$ cat config.mk
export PLATFORM = sky130hd
export DESIGN_NAME = pwd_lock_ctrl_flat
export DESIGN_NICKNAME = d
export VERILOG_FILES = /design/src/rtl/pwd_lock_pkg.sv /design/src/rtl/pwd_lock_ctrl_if.sv /design/src/rtl/pwd_lock_ctrl_lock_timer.sv /design/src/rtl/pwd_lock_ctrl.sv /design/src/flat_wrapper.sv
export SDC_FILE = /design/constraint.sdc
export NUM_CORES = 1
export LEC_CHECK = 0
export ABC_AREA = 1
export ABC_CLOCK_PERIOD_IN_PS = 2400
export CAP_MARGIN = 20
export CORE_ASPECT_RATIO = 1.5
export CORE_MARGIN = 2
export CORE_UTILIZATION = 62
export CTS_CLUSTER_SIZE = 12
export DETAILED_ROUTE_END_ITERATION = 10
export DONT_BUFFER_PORTS = 1
export HOLD_SLACK_MARGIN = 0.1
export MAX_ROUTING_LAYER = met4
export PLACE_DENSITY_LB_ADDON = 0.25
export SLEW_MARGIN = 15
export SYNTH_ARGS = -nofsm -noshare
export SYNTH_HDL_FRONTEND = slang
export SYNTH_HIERARCHICAL = 1
export SYNTH_SLANG_ARGS = --single-unit
$ cat constraint.sdc
create_clock -name clk -period 2.4 [get_ports clk]
set_clock_uncertainty 0.1 [all_clocks]
set_input_delay 0.48 -clock clk [delete_from_list [all_inputs] [get_ports clk]]
set_output_delay 0.48 -clock clk [all_outputs]
set_load 0.02 [all_outputs]
$ cat src/rtl/pwd_lock_pkg.sv
// Shared state encoding and small helpers for the password-lock controller.
package pwd_lock_pkg;

  localparam int STATE_W = 3;

  typedef enum logic [STATE_W-1:0] {
    ST_IDLE    = 3'd0,
    ST_LOCKED  = 3'd1,
    ST_LOCKOUT = 3'd2,
    ST_OPEN    = 3'd3,
    ST_SETPW   = 3'd4
  } state_t;

  // Entry counter holds at 15 instead of wrapping back to a plausible count.
  function automatic logic [3:0] sat_inc4(input logic [3:0] v);
    return (v == 4'd15) ? v : v + 4'd1;
  endfunction

endpackage

$ cat src/rtl/pwd_lock_ctrl_if.sv
// Command/digit strobes in, status out, between decoder, lock controller and display.
interface pwd_lock_ctrl_if
  import pwd_lock_pkg::*;
#(
  parameter int DIGIT_W = 8,
  parameter int TICK_W  = 8
);
  // Handshake: every strobe (tick, cmd_*, digit_vld) is a single-cycle pulse
  // sampled on the rising clk edge; there is no ready/backpressure, an event
  // the controller cannot use in its current state is simply dropped.
  logic               tick;
  logic               cmd_start;
  logic               cmd_check;
  logic               cmd_exit;
  logic               cmd_setpw;
  logic               digit_vld;
  logic [DIGIT_W-1:0] digit;

  logic [STATE_W-1:0] state;
  logic               unlocked;
  logic               err_pulse;
  logic               pw_changed;
  logic [3:0]         tries_left;
  logic [TICK_W-1:0]  lock_remain;
  logic [3:0]         entry_cnt;

  modport master (
    output tick, cmd_start, cmd_check, cmd_exit, cmd_setpw, digit_vld, digit,
    input  state, unlocked, err_pulse, pw_changed, tries_left, lock_remain, entry_cnt
  );

  modport slave (
    input  tick, cmd_start, cmd_check, cmd_exit, cmd_setpw, digit_vld, digit,
    output state, unlocked, err_pulse, pw_changed, tries_left, lock_remain, entry_cnt
  );

endinterface

$ cat src/rtl/pwd_lock_ctrl_lock_timer.sv
// Lockout countdown: load to a fixed value, decrement per tick, flag the expiring tick.
module lock_timer #(
  parameter int TICK_W   = 8,
  parameter int LOAD_VAL = 60
) (
  input  logic              clk,
  input  logic              rst,
  input  logic              load,
  input  logic              tick,
  output logic [TICK_W-1:0] remain,
  output logic              done
);

  // done coincides with the tick that takes remain from 1 to 0.
  assign done = tick && (remain == TICK_W'(1));

  always_ff @(posedge clk or posedge rst) begin
    if (rst) begin
      remain <= '0;
    end else if (load) begin
      remain <= TICK_W'(LOAD_VAL);
    end else if (tick && (remain != '0)) begin
      remain <= remain - TICK_W'(1);
    end
  end

endmodule

$ cat src/rtl/pwd_lock_ctrl.sv
// Password-lock controller: digit entry/check, retry limit, timed lockout, password change.
module pwd_lock_ctrl
  import pwd_lock_pkg::*;
#(
  parameter int                            DIGIT_W    = 8,
  parameter int                            N_DIGITS   = 3,
  parameter int                            MAX_TRIES  = 3,
  parameter int                            LOCK_TICKS = 60,
  parameter int                            TICK_W     = 8,
  parameter logic [N_DIGITS*DIGIT_W-1:0]   INIT_PW    = '0
) (
  input logic            clk,
  input logic            rst,
  pwd_lock_ctrl_if.slave bus
);

  localparam logic [3:0] N4   = 4'(N_DIGITS);
  localparam logic [3:0] MAX4 = 4'(MAX_TRIES);

  state_t             st, st_n;
  logic [3:0]         entry_cnt, entry_n;
  logic               mismatch, mism_n;
  logic               overflow, ovf_n;
  logic [3:0]         fails, fails_n;
  logic               err_q, err_n;
  logic               chg_q, chg_n;
  logic [DIGIT_W-1:0] stored_pw [N_DIGITS];
  logic [DIGIT_W-1:0] stored_n  [N_DIGITS];
  logic [DIGIT_W-1:0] shadow_pw [N_DIGITS];
  logic [DIGIT_W-1:0] shadow_n  [N_DIGITS];

  logic               timer_load;
  logic               timer_tick;
  logic               timer_done;
  logic [TICK_W-1:0]  timer_remain;

  logic               ev_exit, ev_check, ev_setpw, ev_digit;
  logic               in_range;
  logic [DIGIT_W-1:0] cur_digit;
  logic [3:0]         entry_inc;

  // One event per cycle: exit beats check beats setpw beats a digit.
  assign ev_exit  = bus.cmd_exit;
  assign ev_check = bus.cmd_check && !bus.cmd_exit;
  assign ev_setpw = bus.cmd_setpw && !bus.cmd_exit && !bus.cmd_check;
  assign ev_digit = bus.digit_vld && !bus.cmd_exit && !bus.cmd_check && !bus.cmd_setpw;

  assign in_range  = (entry_cnt < N4);
  assign entry_inc = sat_inc4(entry_cnt);

  always_comb begin
    cur_digit = '0;
    for (int i = 0; i < N_DIGITS; i++) begin
      if (entry_cnt == 4'(i)) cur_digit = stored_pw[i];
    end
  end

  assign timer_tick = bus.tick && (st == ST_LOCKOUT);

  lock_timer #(
    .TICK_W   (TICK_W),
    .LOAD_VAL (LOCK_TICKS)
  ) u_timer (
    .clk    (clk),
    .rst    (rst),
    .load   (timer_load),
    .tick   (timer_tick),
    .remain (timer_remain),
    .done   (timer_done)
  );

  always_ff @(posedge clk or posedge rst) begin
    if (rst) begin
      st        <= ST_IDLE;
      entry_cnt <= '0;
      mismatch  <= 1'b0;
      overflow  <= 1'b0;
      fails     <= '0;
      err_q     <= 1'b0;
      chg_q     <= 1'b0;
      for (int i = 0; i < N_DIGITS; i++) begin
        stored_pw[i] <= INIT_PW[i*DIGIT_W +: DIGIT_W];
        shadow_pw[i] <= '0;
      end
    end else begin
      st        <= st_n;
      entry_cnt <= entry_n;
      mismatch  <= mism_n;
      overflow  <= ovf_n;
      fails     <= fails_n;
      err_q     <= err_n;
      chg_q     <= chg_n;
      stored_pw <= stored_n;
      shadow_pw <= shadow_n;
    end
  end

  always_comb begin
    st_n       = st;
    entry_n    = entry_cnt;
    mism_n     = mismatch;
    ovf_n      = overflow;
    fails_n    = fails;
    err_n      = 1'b0;
    chg_n      = 1'b0;
    timer_load = 1'b0;
    stored_n   = stored_pw;
    shadow_n   = shadow_pw;
    case (st)
      ST_IDLE: begin
        if (bus.cmd_start) st_n = ST_LOCKED;
      end
      ST_LOCKED: begin
        if (ev_check) begin
          entry_n = '0;
          mism_n  = 1'b0;
          if ((entry_cnt == N4) && !mismatch) begin
            st_n    = ST_OPEN;
            fails_n = '0;
          end else begin
            err_n   = 1'b1;
            fails_n = fails + 4'd1;
            if (fails_n == MAX4) begin
              st_n       = ST_LOCKOUT;
              timer_load = 1'b1;
            end
          end
        end else if (ev_digit) begin
          if (!in_range || (bus.digit != cur_digit)) mism_n = 1'b1;
          entry_n = entry_inc;
        end
      end
      ST_LOCKOUT: begin
        if (timer_done) begin
          st_n    = ST_LOCKED;
          fails_n = '0;
        end
      end
      ST_OPEN: begin
        if (ev_exit) begin
          st_n    = ST_LOCKED;
          entry_n = '0;
          mism_n  = 1'b0;
        end else if (ev_setpw) begin
          st_n    = ST_SETPW;
          entry_n = '0;
          ovf_n   = 1'b0;
          for (int i = 0; i < N_DIGITS; i++) shadow_n[i] = '0;
        end
      end
      ST_SETPW: begin
        if (ev_exit) begin
          st_n    = ST_OPEN;
          entry_n = '0;
          ovf_n   = 1'b0;
        end else if (ev_check) begin
          entry_n = '0;
          ovf_n   = 1'b0;
          if ((entry_cnt == N4) && !overflow) begin
            stored_n = shadow_pw;
            chg_n    = 1'b1;
            st_n     = ST_OPEN;
          end else begin
            err_n = 1'b1;
          end
        end else if (ev_digit) begin
          if (in_range) begin
            for (int i = 0; i < N_DIGITS; i++) begin
              if (entry_cnt == 4'(i)) shadow_n[i] = bus.digit;
            end
          end else begin
            ovf_n = 1'b1;
          end
          entry_n = entry_inc;
        end
      end
      default: st_n = ST_IDLE;
    endcase
  end

  assign bus.state       = st;
  assign bus.unlocked    = (st == ST_OPEN) || (st == ST_SETPW);
  assign bus.err_pulse   = err_q;
  assign bus.pw_changed  = chg_q;
  assign bus.tries_left  = MAX4 - fails;
  assign bus.lock_remain = timer_remain;
  assign bus.entry_cnt   = entry_cnt;

endmodule

$ cat src/flat_wrapper.sv
// flat-port wrapper written by rule: the top's interface ports become plain ports
module pwd_lock_ctrl_flat import pwd_lock_pkg::*;
#(
  parameter int                            DIGIT_W    = 8,
  parameter int                            N_DIGITS   = 3,
  parameter int                            MAX_TRIES  = 3,
  parameter int                            LOCK_TICKS = 60,
  parameter int                            TICK_W     = 8,
  parameter logic [N_DIGITS*DIGIT_W-1:0]   INIT_PW    = '0
)
  (clk, rst, bus_tick, bus_cmd_start, bus_cmd_check, bus_cmd_exit, bus_cmd_setpw, bus_digit_vld, bus_digit, bus_state, bus_unlocked, bus_err_pulse, bus_pw_changed, bus_tries_left, bus_lock_remain, bus_entry_cnt);
  pwd_lock_ctrl_if #(.DIGIT_W(DIGIT_W), .TICK_W(TICK_W)) bus_i ();
  input logic clk;
  input logic rst;
  input wire logic [$bits(bus_i.tick)-1:0] bus_tick;
  input wire logic [$bits(bus_i.cmd_start)-1:0] bus_cmd_start;
  input wire logic [$bits(bus_i.cmd_check)-1:0] bus_cmd_check;
  input wire logic [$bits(bus_i.cmd_exit)-1:0] bus_cmd_exit;
  input wire logic [$bits(bus_i.cmd_setpw)-1:0] bus_cmd_setpw;
  input wire logic [$bits(bus_i.digit_vld)-1:0] bus_digit_vld;
  input wire logic [$bits(bus_i.digit)-1:0] bus_digit;
  output wire logic [$bits(bus_i.state)-1:0] bus_state;
  output wire logic [$bits(bus_i.unlocked)-1:0] bus_unlocked;
  output wire logic [$bits(bus_i.err_pulse)-1:0] bus_err_pulse;
  output wire logic [$bits(bus_i.pw_changed)-1:0] bus_pw_changed;
  output wire logic [$bits(bus_i.tries_left)-1:0] bus_tries_left;
  output wire logic [$bits(bus_i.lock_remain)-1:0] bus_lock_remain;
  output wire logic [$bits(bus_i.entry_cnt)-1:0] bus_entry_cnt;
  assign bus_i.tick = bus_tick;
  assign bus_i.cmd_start = bus_cmd_start;
  assign bus_i.cmd_check = bus_cmd_check;
  assign bus_i.cmd_exit = bus_cmd_exit;
  assign bus_i.cmd_setpw = bus_cmd_setpw;
  assign bus_i.digit_vld = bus_digit_vld;
  assign bus_i.digit = bus_digit;
  assign bus_state = bus_i.state;
  assign bus_unlocked = bus_i.unlocked;
  assign bus_err_pulse = bus_i.err_pulse;
  assign bus_pw_changed = bus_i.pw_changed;
  assign bus_tries_left = bus_i.tries_left;
  assign bus_lock_remain = bus_i.lock_remain;
  assign bus_entry_cnt = bus_i.entry_cnt;
  pwd_lock_ctrl #(.DIGIT_W(DIGIT_W), .N_DIGITS(N_DIGITS), .MAX_TRIES(MAX_TRIES), .LOCK_TICKS(LOCK_TICKS), .TICK_W(TICK_W), .INIT_PW(INIT_PW)) u_core (.clk(clk), .rst(rst), .bus(bus_i));
endmodule
### Word level (Yosys, flattened, before mapping)

Cells that the tools add are included.

* $add $sub $neg: 4
* magnitude comparators: 1
* equal/unequal tests: 32
* mux-type cells: 63
* bitwise logic cells: 1
* reductions and logical operators: 36

Operators with widths (number)
* 24-bit 2-to-1 mux: 6
* 8-bit 2-to-1 mux: 8
* 24-bit one-hot mux with 2 select lines: 1
* 4-bit 2-to-1 mux: 9
* 3-bit 2-to-1 mux: 10
* 8-bit AND reduction: 3
* 1-bit 2-to-1 mux: 23
* 2-bit by 1-bit inequality test with 1-bit output, second input constant: 8
* 3-bit one-hot mux with 5 select lines: 1
* 4-bit by 2-bit == test with 1-bit output, second input constant: 3
* 4-bit one-hot mux with 3 select lines: 1
* 1-bit logical AND: 11
* 2-bit inequality test, second input constant: 5
* 3-bit by 1-bit inequality test with 1-bit output, second input constant: 3
* 3-bit by 2-bit inequality test with 1-bit output, second input constant: 3
* 4-bit by 1-bit adder with 4-bit output, second input constant: 2
* 8-bit by 1-bit == test with 1-bit output, second input constant: 1
* 8-bit inequality test: 1
* 4-bit one-hot mux with 2 select lines: 1
* 4-bit AND reduction: 2
* 2-bit nonzero test: 4
* 8-bit nonzero test: 1
* 8-bit by 1-bit subtractor with 8-bit output, second input constant: 1
* 7-bit AND reduction: 1
* other kinds (19): 28

* bits in registers: 71
* bits of input ports: 16
* output and inout port bits: 22
* word-level logic and storage cells: 151

### Longest topological paths before layout

Gate-level depths: netlist of the first run.

* depth after elaboration: 10
* gate-level depth with buffers: 13
* gate-level depth less buffers: 13

### Cells and area by module

Netlist of the first run, hierarchy kept.

Modules (own cells, without submodules)
* pwd_lock_ctrl: instances 1, cells each 417, area an instance 3377.0 µm², sequential area each 1576.5 µm²
* lock_timer: instances 1, cells each 71, area an instance 533.0 µm², sequential area each 200.2 µm²

### Worst setup path before layout of the first run

No wires, ideal clock.

* kind: reg2reg
* start point: reg u_core.st[1] (netlist: u_core/bus.state[1])
* end point: reg u_core.st[1] (netlist: u_core/bus.state[1])
* library setup time: 0.123 ns
* arrival: 1.918 ns
* data required time: 2.177 ns
* path slack: 0.258 ns
* stages on the path, launching flop included: 14
* buffers on the path: 0
* period minus slack after synthesis: 2.142 ns
* path through: dfrtp_1 inv_1 nor3_1 inv_1 nor2_1 nand2_1 nor3_1 inv_1 nand2_1 o21ai_0 nor3_1 nand2_2 nor2_1 a21oi_1

* cells in the longest elaborated chain, start to end: 5

RTL lines
* start: declaration: RTL line pwd_lock_ctrl.sv:20 `state_t st, st_n;`
* start signal: assignment: RTL line pwd_lock_ctrl.sv:86 `st <= st_n;`
* 3-bit by 2-bit == test with 1-bit output: RTL line pwd_lock_ctrl.sv:58 `assign timer_tick = bus.tick && (st == ST_LOCKOUT);`
* 1-bit logical AND: RTL line pwd_lock_ctrl.sv:58
* net u_core.timer_tick: RTL line pwd_lock_ctrl.sv:33 `logic timer_tick;`
* 1-bit logical AND: RTL line pwd_lock_ctrl_lock_timer.sv:15 `assign done = tick && (remain == TICK_W'(1));`
* net u_core.timer_done: RTL line pwd_lock_ctrl.sv:34 `logic timer_done;`
* 2-bit by 1-bit inequality test with 1-bit output (no line)
* 7-bit AND reduction (no line)

The timed path passes the listed nets, and every way through them passes these cells.
A chain may end at the register's enable or synchronous reset.

### Worst setup path after layout of the first run

* start point: reg u_core.entry_cnt[0] (netlist: u_core/bus.entry_cnt[0])
* end point: reg u_core/shadow_pw[6] in the netlist's numbering

* cells in the longest elaborated chain, start to end: 3

RTL lines
* start: declaration: RTL line pwd_lock_ctrl.sv:21 `logic [3:0] entry_cnt, entry_n;`
* start signal: assignment: RTL line pwd_lock_ctrl.sv:87 `entry_cnt <= entry_n;`
* 4-bit by 2-bit < comparator with 1-bit output / 4-bit by 2-bit == test with 1-bit output (equally long branches): RTL line pwd_lock_ctrl.sv:48, pwd_lock_ctrl.sv:169
* 2-bit by 1-bit inequality test with 1-bit output (no line)
* 8-bit AND reduction (no line) (*)
* end signal: assignment: RTL line pwd_lock_ctrl.sv:94 `shadow_pw <= shadow_n;`
* end: declaration: RTL line pwd_lock_ctrl.sv:29 `logic [DIGIT_W-1:0] shadow_pw [N_DIGITS];`

Mark *: on every way between the ends. The rest lies on a longest branch, timed or not.

==> impl_metrics.env, run 1 <==
export IMPL_tightest_slew_ps=536.0
export IMPL_grt_max_degree=40
export IMPL_synth_top_family_by_area="simple AND/OR/NAND/NOR gates"
export IMPL_antenna_found_initial=0
export IMPL_ir_worst_vdd_mv=0.6128
export IMPL_ys_seq_area_share_pct=45.44
export IMPL_num_rows=35
export IMPL_cts_setup_buffers=0
export IMPL_routedWlPerCell_um=14.89
export IMPL_setup_viol=0
export IMPL_diodes=0
export IMPL_synth_mux_area_share_pct=0
export IMPL_die_w_um=68.84
export IMPL_io_buffers=0
export IMPL_grt_overflow_total=0
export IMPL_p_comb_share_pct=44.6
export IMPL_cts_sinks=71
export IMPL_clock_latency_ps=350
export IMPL_ys_flop_type="dfrtp_1"
export IMPL_startpoint_type="register"
export IMPL_io_pins=38
export IMPL_synth_avg_cell_area_um2=8.012
export IMPL_drtIter0Drc=172
export IMPL_power_total_mw=4.384
export IMPL_status="finished clean"
export IMPL_max_stage_delay_ps=490
export IMPL_antenna_left=0
export IMPL_start_util_pct=63.78
export IMPL_synth_edf_count=0
export IMPL_worst_path_max_delay_cell="dfrtp_1"
export IMPL_cellPowerDensity_nw_per_um2=1037
export IMPL_rsz0062_at_grt="no"
export IMPL_crit_chain="inv_1 -> ha_1 -> nand2_2 -> o31ai_1 -> nand2_4 -> nand2_1 -> o21ai_2"
export IMPL_grt_first_pass_wirelength_um=14300
export IMPL_cts_htree_levels=3
export IMPL_synthTopCellsByCount="160 x nand2_1, 71 x dfrtp_1, 46 x inv_1"
export IMPL_ys_types=36
export IMPL_maxSlewViolCount=0
export IMPL_p_switching_mw=1.974
export IMPL_routed_via_density=5.572
export IMPL_timing_final_crit_share_pct=90.97
export IMPL_p_int_mw=2.410
export IMPL_synth_compound_area_share_pct=12.32
export IMPL_drt_pass1_iter_count=5
export IMPL_synthAdderAreaFrac_pct=2.560
export IMPL_final_min_clock_period_ps=2183
export IMPL_fin_tns_setup_ps=0
export IMPL_pwr_share_clk_pct=18.3
export IMPL_nets=525
export IMPL_num_vias=3232
export IMPL_cts_buffer_depth=2
export IMPL_synth_cells=488
export IMPL_clkTransAtPathRegs_ps=80
export IMPL_synth_area_um2=3910
export IMPL_max_freq_ghz=0.4580
export IMPL_seqPwrFrac_pct=37.1
export IMPL_cts_buffers=9
export IMPL_async_flop_share_pct=100.0
export IMPL_gp_congestion=0.8670
export IMPL_synthToLayoutAreaGrowth_pct=8.096
export IMPL_cap_violations=0
export IMPL_crit_arrival_ps=2320
export IMPL_worst_setup_path_end_kind="register"
export IMPL_fp_dieH_um=101.3
export IMPL_critPathRequiredTime_ps=2540
export IMPL_ys_top_cells_by_area="dfrtp_1 45%, nand2_1 15%, o21ai_2 6.0%"
export IMPL_dieArea_um2=6971
export IMPL_leakage_nw=2.150
export IMPL_grt_pass1_vias=3210
export IMPL_synth_top_cell_by_area="dfrtp_1"
export IMPL_cp_max_fo=16
export IMPL_p_sw_share_pct=45.03
export IMPL_drive_gt1_share_pct=17.39
export IMPL_wl_um=8637
export IMPL_clockRootBuffer="clkbuf_8"
export IMPL_ys_ff_latch=71
export IMPL_synth_most_common_cell="nand2_1"
export IMPL_synth_xor_area_share_pct=1.120
export IMPL_coreArea_um2=6131
export IMPL_syn_nets=512
export IMPL_drcViolationCount=0
export IMPL_cts_tree="done"
export IMPL_hpwl_um=6370
export IMPL_synth_top_area_share_pct=45.44
export IMPL_max_slew_margin_rel_pct=64.22
export IMPL_groute_usage_overall_pct=28.56
export IMPL_path_class="reg2reg"
export IMPL_finalHoldViolations=0
export IMPL_synth_simple_gate_area_share_pct=31.01
export IMPL_yosysWarnings=6
export IMPL_hold_class="in2reg"
[final timing paths]
kind	from	endpoint	slack [ps]	cells past startpoint
hold reg to reg	u_core/shadow_pw[8]	u_core/stored_pw[8]	370	2
setup reg to reg	u_core/bus.entry_cnt[0]	u_core/shadow_pw[6]	220	7
max in group asynchronous	rst	u_core/stored_pw[20]	1050	3
min in group asynchronous	rst	u_core/u_timer/remain[0]	470	2
hold / removal	bus_cmd_setpw	u_core/bus.state[2]	210	2
setup / recovery	u_core/bus.entry_cnt[0]	u_core/shadow_pw[6]	220	7
[kinds of logic after synthesis]
family,Yosys count
simple gates,268
flops,71
buf+inv,69
compound gates,67
fa+ha+maj,8
xor+xnor,5
[routing by layer]
layer  share of wire (%)  wire length [um]  global-route usage (%)  vias to the layer above
li1                    -                 -                       -                     1588
met1                  38              3309                   30.16                     1520
met2                  53              4603                   47.49                       99
met3                 5.4               466                   6.333                       25
met4                 3.0               258                   16.89                        0
met5                   0                 0                       -                        -
[worst max-delay path: cells and delay by family, from the launching register on]
| family | cells | cell delay (ps) |
|---|---|---|
| simple gates | 3 | 570 |
| compound gates | 2 | 510 |
| flops | 1 | 490 |
| fa+ha+maj | 1 | 210 |
| buf+inv | 1 | 180 |
[flip-flops by register name (all words and copies together), names as in the netlist]
signal                 cells
u_core/u_timer/remain      8
u_core/mismatch            1
u_core/bus.pw_changed      1
u_core/stored_pw          24
u_core/fails               4
u_core/overflow            1
u_core/bus.err_pulse       1
u_core/bus.entry_cnt       4
u_core/bus.state           3
u_core/shadow_pw          24
[stage by stage]
stage	setup slack [ps]	hold WS, ps	std cells	util [%]	instance area, um^2
after global placement	333.7	232.5	563	66.02	4048
after CTS	220.4	195.1	580	68.86	4222
after global routing	63.92	215.2	580	68.94	4227
after detailed placement	232.6	238.3	563	66.02	4048
final	216.8	214.5	580	68.94	4227
after floorplan	250.3	195.7	488	-	3910
[placed cells by master (no fill, tap or decap), types with 9 or more instances in the layout]
master / instances
clkbuf_8: 9
buf_4: 12
nand3_1: 40
inv_2: 11
dfrtp_1: 71
o21ai_0: 9
o21ai_2: 27
nor2_1: 28
inv_1: 45
nand2_1: 160
[what timing repair did]
action                     in CTS  in global routing
resized for setup               0                  1
setup endpoints to repair       0                  3
hold endpoints to repair       32                  0
hold buffers                    1                  0
[layout make-up]
class                           instances  area (um^2)
Fill cell                             508         1904
Sequential cell                        71         1777
Clock inverter                          7        40.04
Tap cell                               74        92.59
Timing Repair Buffer                   15        140.1
Multi-Input combinational cell        348         1843
Inverter                               56        210.2
Clock buffer                            9        123.9
[power by group through the flow]
stage	Combinational (mW)	Clock, mW	Sequential, mW
floorplan	1.45	0	1.67
global placement	1.87	0	1.64
detailed placement	1.92	0	1.65
CTS	1.94	0.820	1.63
global route	2.21	0.875	1.65
finish	1.96	0.800	1.63
Note: power is estimated with default switching activity, not from simulation.
==> run 2, diff against run 1 <==
- ABC_CLOCK_PERIOD_IN_PS: 2400 -> 2650
- clock period: 2.4 -> 2.65 ns (I/O delays scaled with it)
==> run 2 against run 1 <==
  * Non-clock buffer count shrank 6
  * Flip-flop and latch count is the same
  * Register-to-register slack gained 110 ps
  * Via count shrank 1.7%
  * Clock power grew 16%
  * Clock-buffer cell count is the same
  * Die area is the same
  * Total power shrank 5.8%
  * Design area shrank 0.30%
  * Worst hold slack gained 48 ps
  * Critical endpoint is now u_core/mismatch
  * Critical path depth grew 4
  * Wire length is essentially flat
==> impl_metrics.env, run 2 (synthesis results as in run 1) <==
export IMPL_cts_buffers=9
export IMPL_crit_chain="inv_1 -> ha_2 -> inv_1 -> nor2_1 -> nand2_1 -> nand3_1 -> nand3_1 -> nand2_1 -> nand3_1 -> o21bai_1 -> a21oi_1"
export IMPL_diodes=0
export IMPL_num_vias=3176
export IMPL_finalHoldViolations=0
export IMPL_leakage_nw=2.138
export IMPL_fin_tns_setup_ps=0
export IMPL_cp_max_fo=11
export IMPL_largest_registers="u_core/shadow_pw (24), u_core/stored_pw (24), u_core/u_timer/remain (8)"
export IMPL_max_slew_margin_rel_pct=66.42
export IMPL_final_min_clock_period_ps=2324
export IMPL_coreArea_um2=6131
export IMPL_worst_path_max_delay_cell="dfrtp_1"
export IMPL_start_util_pct=63.78
export IMPL_grtUsageMet2_pct=46.30
export IMPL_groute_usage_overall_pct=28.10
export IMPL_nets=519
export IMPL_use_met3_pct=6.778
export IMPL_hpwl_um=6195
export IMPL_grt_overflow_total=0
export IMPL_num_rows=35
export IMPL_worst_setup_path_end_kind="register"
export IMPL_mostFrequentLayoutCell="nand2_1"
export IMPL_cellPowerDensity_nw_per_um2=979.8
export IMPL_cts_sinks=71
export IMPL_cts_htree_levels=3
export IMPL_path_class="reg2reg"
export IMPL_setup_viol=0
export IMPL_rsz0062_at_grt="no"
export IMPL_antenna_left=0
export IMPL_layout_common_cells="160 x nand2_1, 71 x dfrtp_1, 45 x inv_1, 40 x nand3_1, 28 x nor2_1"
export IMPL_clock_latency_ps=350
export IMPL_max_freq_ghz=0.4303
export IMPL_power_total_mw=4.129
export IMPL_grt_pass1_vias=3062
export IMPL_timing_final_crit_share_pct=87.70
export IMPL_ir_worst_vdd_mv=0.5772
export IMPL_drt_pass1_iter_count=5
export IMPL_grt_first_pass_wirelength_um=13970
export IMPL_routedWlPerCell_um=15.05
export IMPL_max_stage_delay_ps=490
export IMPL_met1_usage_pct=30.64
export IMPL_grt_max_degree=64
export IMPL_cap_violations=0
export IMPL_startpoint_type="register"
export IMPL_gp_congestion=0.8598
export IMPL_crit_arrival_ps=2450
export IMPL_die_w_um=68.84
export IMPL_critPathRequiredTime_ps=2780
export IMPL_io_buffers=0
export IMPL_drtIter0Drc=206
export IMPL_drcViolationCount=0
export IMPL_hold_class="in2reg"
export IMPL_io_pins=38
export IMPL_nFillCells=502
export IMPL_cts_buffer_depth=2
export IMPL_dieArea_um2=6971
export IMPL_tightest_slew_ps=503.0
export IMPL_cts_tree="done"
export IMPL_maxSlewViolCount=0
export IMPL_antenna_found_initial=0
export IMPL_status="finished clean"
export IMPL_wl_um=8640
export IMPL_routed_via_density=5.533
export IMPL_clkTransAtPathRegs_ps=80
export IMPL_synthToLayoutAreaGrowth_pct=7.776
export IMPL_busiest_layer="met2"
export IMPL_cp_common_cell="nand3_1"
export IMPL_clockRootBuffer="clkbuf_8"
export IMPL_drive_gt1_share_pct=16.40
export IMPL_fp_dieH_um=101.3
[run 2: cell types whose count changed in the layout (fill, tap and decap cells not counted), sizes merged]
cell,change
clkinv,-1
bufinv,+2
buf,-6
clkinvlp,-1
[run 2: layout make-up]
type	count	area (um^2)	share of cell area [%]
clock inverters	7	87.58	2.078
inverters	56	210.2	4.988
repair buffers	9	82.58	1.960
multi-input cells	348	1841	43.68
well taps	74	92.59	2.197
flip-flops and latches	71	1777	42.16
clock buffers	9	123.9	2.939
[run 2: power by group]
group          switching [mW]  internal [mW]  total, mW  leakage (nW)
sequential              0.233           1.24       1.48         0.940
clock                   0.408          0.523      0.931         0.109
combinational            1.16          0.565       1.72          1.09
[run 2: per-layer routing]
metal / vias to the layer above / routed length, um
li1: 1574 / -
met1: 1500 / 3377
met2: 77 / 4533
met3: 25 / 410
met4: 0 / 318
met5: - / 0
[run 2: path summary, 6_finish.rpt]
kind                                            end  cells past startpoint  slack (ps)                     from
setup / recovery                    u_core/mismatch                     11         330  u_core/bus.entry_cnt[1]
hold / removal                  u_core/bus.state[2]                      2         260            bus_cmd_setpw
setup reg to reg                    u_core/mismatch                     11         330  u_core/bus.entry_cnt[1]
hold reg to reg                u_core/stored_pw[11]                      2         370     u_core/shadow_pw[11]
max in group asynchronous   u_core/bus.entry_cnt[2]                      3        1550                      rst
min in group asynchronous  u_core/u_timer/remain[4]                      2         510                      rst
[run 2: worst max-delay path, delay by kind of cell (launching register included)]
kind,cells,cell delay [ps]
compound gates,2,300
fa+ha+maj,1,330
buf+inv,2,290
flops,1,490
simple gates,6,700
[run 2: metrics by stage]
| stage | util [%] | cell area [um^2] | std cells | hold WS (ps) | worst slack [ps] |
|---|---|---|---|---|---|
| after floorplan | - | 3910 | 488 | 245.7 | 450.3 |
| after global placement | 65.08 | 3990 | 557 | 284.9 | 325.9 |
| after detailed placement | 65.08 | 3990 | 557 | 288.2 | 219.3 |
| after CTS | 68.69 | 4212 | 574 | 247.9 | 206.7 |
| after global routing | 68.73 | 4214 | 574 | 266.4 | 53.13 |
| final | 68.73 | 4214 | 574 | 262.9 | 326.1 |
[run 2: repair_timing]
action	CTS	global route
setup endpoints to repair	0	7
hold buffers	1	0
gates resized for setup	0	1
buffers inserted	0	0
endpoints found under the hold margin	71	0
==> run 3, diff against run 2 <==
- ABC_AREA: 1 -> unset
- CORE_MARGIN: 2 -> 4
==> run 3 against run 2 <==
  * Design area is 2.1% higher
  * Worst hold slack better by 28 ps
  * Setup slack worse by 150 ps
  * Critical path type is now reg2out
  * Clock power is 6.6% higher
  * Via count is 6.5% lower
  * Total power is 22% lower
  * Largest power group is now registers
  * Synthesized area is 0.38% lower
==> impl_metrics.env, run 3 <==
export IMPL_async_flop_share_pct=100.0
export IMPL_synthToLayoutAreaGrowth_pct=10.47
export IMPL_hold_class="in2reg"
export IMPL_grt_pass1_vias=3028
export IMPL_clockRootBuffer="clkbuf_8"
export IMPL_min_from="bus_cmd_check"
export IMPL_clkTransAtPathRegs_ps=70
export IMPL_cts_tree="done"
export IMPL_wl_um=8884
export IMPL_status="finished clean"
export IMPL_timing_final_crit_share_pct=93.31
export IMPL_synth_top_area_share_pct=45.62
export IMPL_final_min_clock_period_ps=2473
export IMPL_fp_dieH_um=105.1
export IMPL_largest_registers="u_core/shadow_pw (24), u_core/stored_pw (24), u_core/u_timer/remain (8)"
export IMPL_synth_edf_count=0
export IMPL_clock_latency_ps=340
export IMPL_ys_top_cells_by_area="dfrtp_1 46%, mux2_4 9.3%, nand2_1 8.1%"
export IMPL_cp_max_fo=13
export IMPL_num_vias=2969
export IMPL_coreArea_um2=6131
export IMPL_startpoint_type="register"
export IMPL_max_freq_ghz=0.4044
export IMPL_ys_flop_type="dfrtp_1"
export IMPL_cts_buffers=9
export IMPL_die_w_um=72.72
export IMPL_io_pins=38
export IMPL_worstSetupStartpoint="u_core/bus.state[2]"
export IMPL_critPathRequiredTime_ps=2020
export IMPL_cts_hold_buf=1
export IMPL_setup_slack_ps=177.2
export IMPL_gp_congestion=0.9076
export IMPL_synth_cells=393
export IMPL_num_rows=35
export IMPL_leakage_nw=2.002
export IMPL_grt_max_degree=64
export IMPL_io_buffers=0
export IMPL_cap_violations=0
export IMPL_cts_setup_buffers=0
export IMPL_diodes=0
export IMPL_dp_cells=471
export IMPL_ys_ff_latch=71
export IMPL_cellPowerDensity_nw_per_um2=746.3
export IMPL_synthTopCellsByCount="84 x nand2_1, 71 x dfrtp_1, 24 x mux2_4"
export IMPL_hpwl_um=6336
export IMPL_ir_worst_vdd_mv=0.5037
export IMPL_crit_arrival_ps=1840
export IMPL_syn_nets=417
export IMPL_drt_pass1_iter_count=4
export IMPL_max_slew_margin_rel_pct=53.57
export IMPL_antenna_found_initial=0
export IMPL_r2r_start="u_core/bus.state[2]"
export IMPL_routed_via_density=6.097
export IMPL_drcViolationCount=0
export IMPL_cts_htree_levels=3
export IMPL_drtIter0Drc=198
export IMPL_fin_tns_setup_ps=0
export IMPL_dp_slack_ps=283.4
export IMPL_groute_usage_overall_pct=25.76
export IMPL_start_util_pct=63.53
export IMPL_layout_cells_non_filler=487
export IMPL_rsz0062_at_grt="no"
export IMPL_setup_viol=0
export IMPL_antenna_left=0
export IMPL_finalHoldViolations=0
export IMPL_worst_setup_path_end_kind="output pin"
export IMPL_tightest_slew_ps=690.0
export IMPL_routedWlPerCell_um=18.24
export IMPL_cts_buffer_depth=2
export IMPL_grt_overflow_total=0
export IMPL_path_class="reg2out"
export IMPL_dieArea_um2=7641
export IMPL_synth_top_cell_by_area="dfrtp_1"
export IMPL_drive_gt1_share_pct=20.58
export IMPL_yosysWarnings=6
export IMPL_ys_seq_area_share_pct=45.62
export IMPL_synth_most_common_cell="nand2_1"
export IMPL_ys_types=64
export IMPL_nFillCells=458
export IMPL_grt_first_pass_wirelength_um=14790
export IMPL_maxSlewViolCount=0
export IMPL_nets=433
export IMPL_timing_hold_ws_ps=290.6
export IMPL_synth_area_um2=3895
export IMPL_mostFrequentLayoutCell="nand2_1"
export IMPL_fin_util_pct=70.18
export IMPL_cts_sinks=71
export IMPL_cts_resized=0
export IMPL_synth_avg_cell_area_um2=9.911
export IMPL_layout_common_cells="84 x nand2_1, 71 x dfrtp_1, 24 x mux2_4, 19 x a21oi_1"
## run 3: cell types whose count changed in the layout (fill, tap and decap cells not counted), sizes merged, moves of 9 or more
cell and change:
nand2 -82, nand3 -39, inv -33, mux2 +25, o21ai -17, a21oi +15, nor2 -13, buf +10
and2 +9
## run 3: area by class of cell
class	instances	area, um^2	share of cell area [%]
Clock buffer	11	151.4	3.518
Clock inverter	4	77.57	1.803
Inverter	23	86.33	2.006
Multi-Input combinational cell	285	1961	45.57
Sequential cell	71	1777	41.29
Tap cell	74	92.59	2.152
Timing Repair Buffer	19	157.7	3.664
## run 3: kinds of logic (layout without fill, tap and decap cells)
logic type	Yosys count	count (layout)	share of synthesized area [%]
buf+inv	37	57	4.047
compound gates	80	80	14.26
fa+ha+maj	8	8	2.570
flops	71	71	45.62
mux	30	30	10.83
simple gates	160	160	21.11
xor+xnor	7	7	1.574
## run 3: final timing paths
| path | to | slack (ps) | cells after the start |
|---|---|---|---|
| min reg2reg | u_core/stored_pw[22] | 380 | 2 |
| min | u_core/overflow | 290 | 2 |
| max | bus_unlocked | 180 | 3 |
| min in group asynchronous | u_core/u_timer/remain[3] | 520 | 2 |
| max reg2reg | u_core/shadow_pw[13] | 290 | 6 |
| max in group asynchronous | u_core/bus.state[0] | 1540 | 3 |
## run 3: worst max-delay path: stages, from the launching register on
cell     delay, ps
dfrtp_1        580
inv_2          110
or3_4          520
o21ai_1        290
## run 3: report_power, final
part,internal [mW],switching [mW]
combinational,0.327,0.544
clock,0.581,0.410
sequential,1.18,0.170
total,2.09,1.13
## run 3: layer usage
metal  routed length [um]  vias up  track usage [%]
li1                     -     1396                -
met1                 3485     1484            29.88
met2                 4762       69            43.15
met3                  399       20            5.582
met4                  236        0            9.235
met5                    0        -                -
## run 3: per-stage QoR
stage	total power [mW]	instance area [um^2]
2_1_floorplan	1.975	3895
3_3_place_gp	2.208	4064
3_5_place_dp	2.229	4064
4_1_cts	3.230	4303
5_1_grt	3.395	4303
6_report	3.211	4303
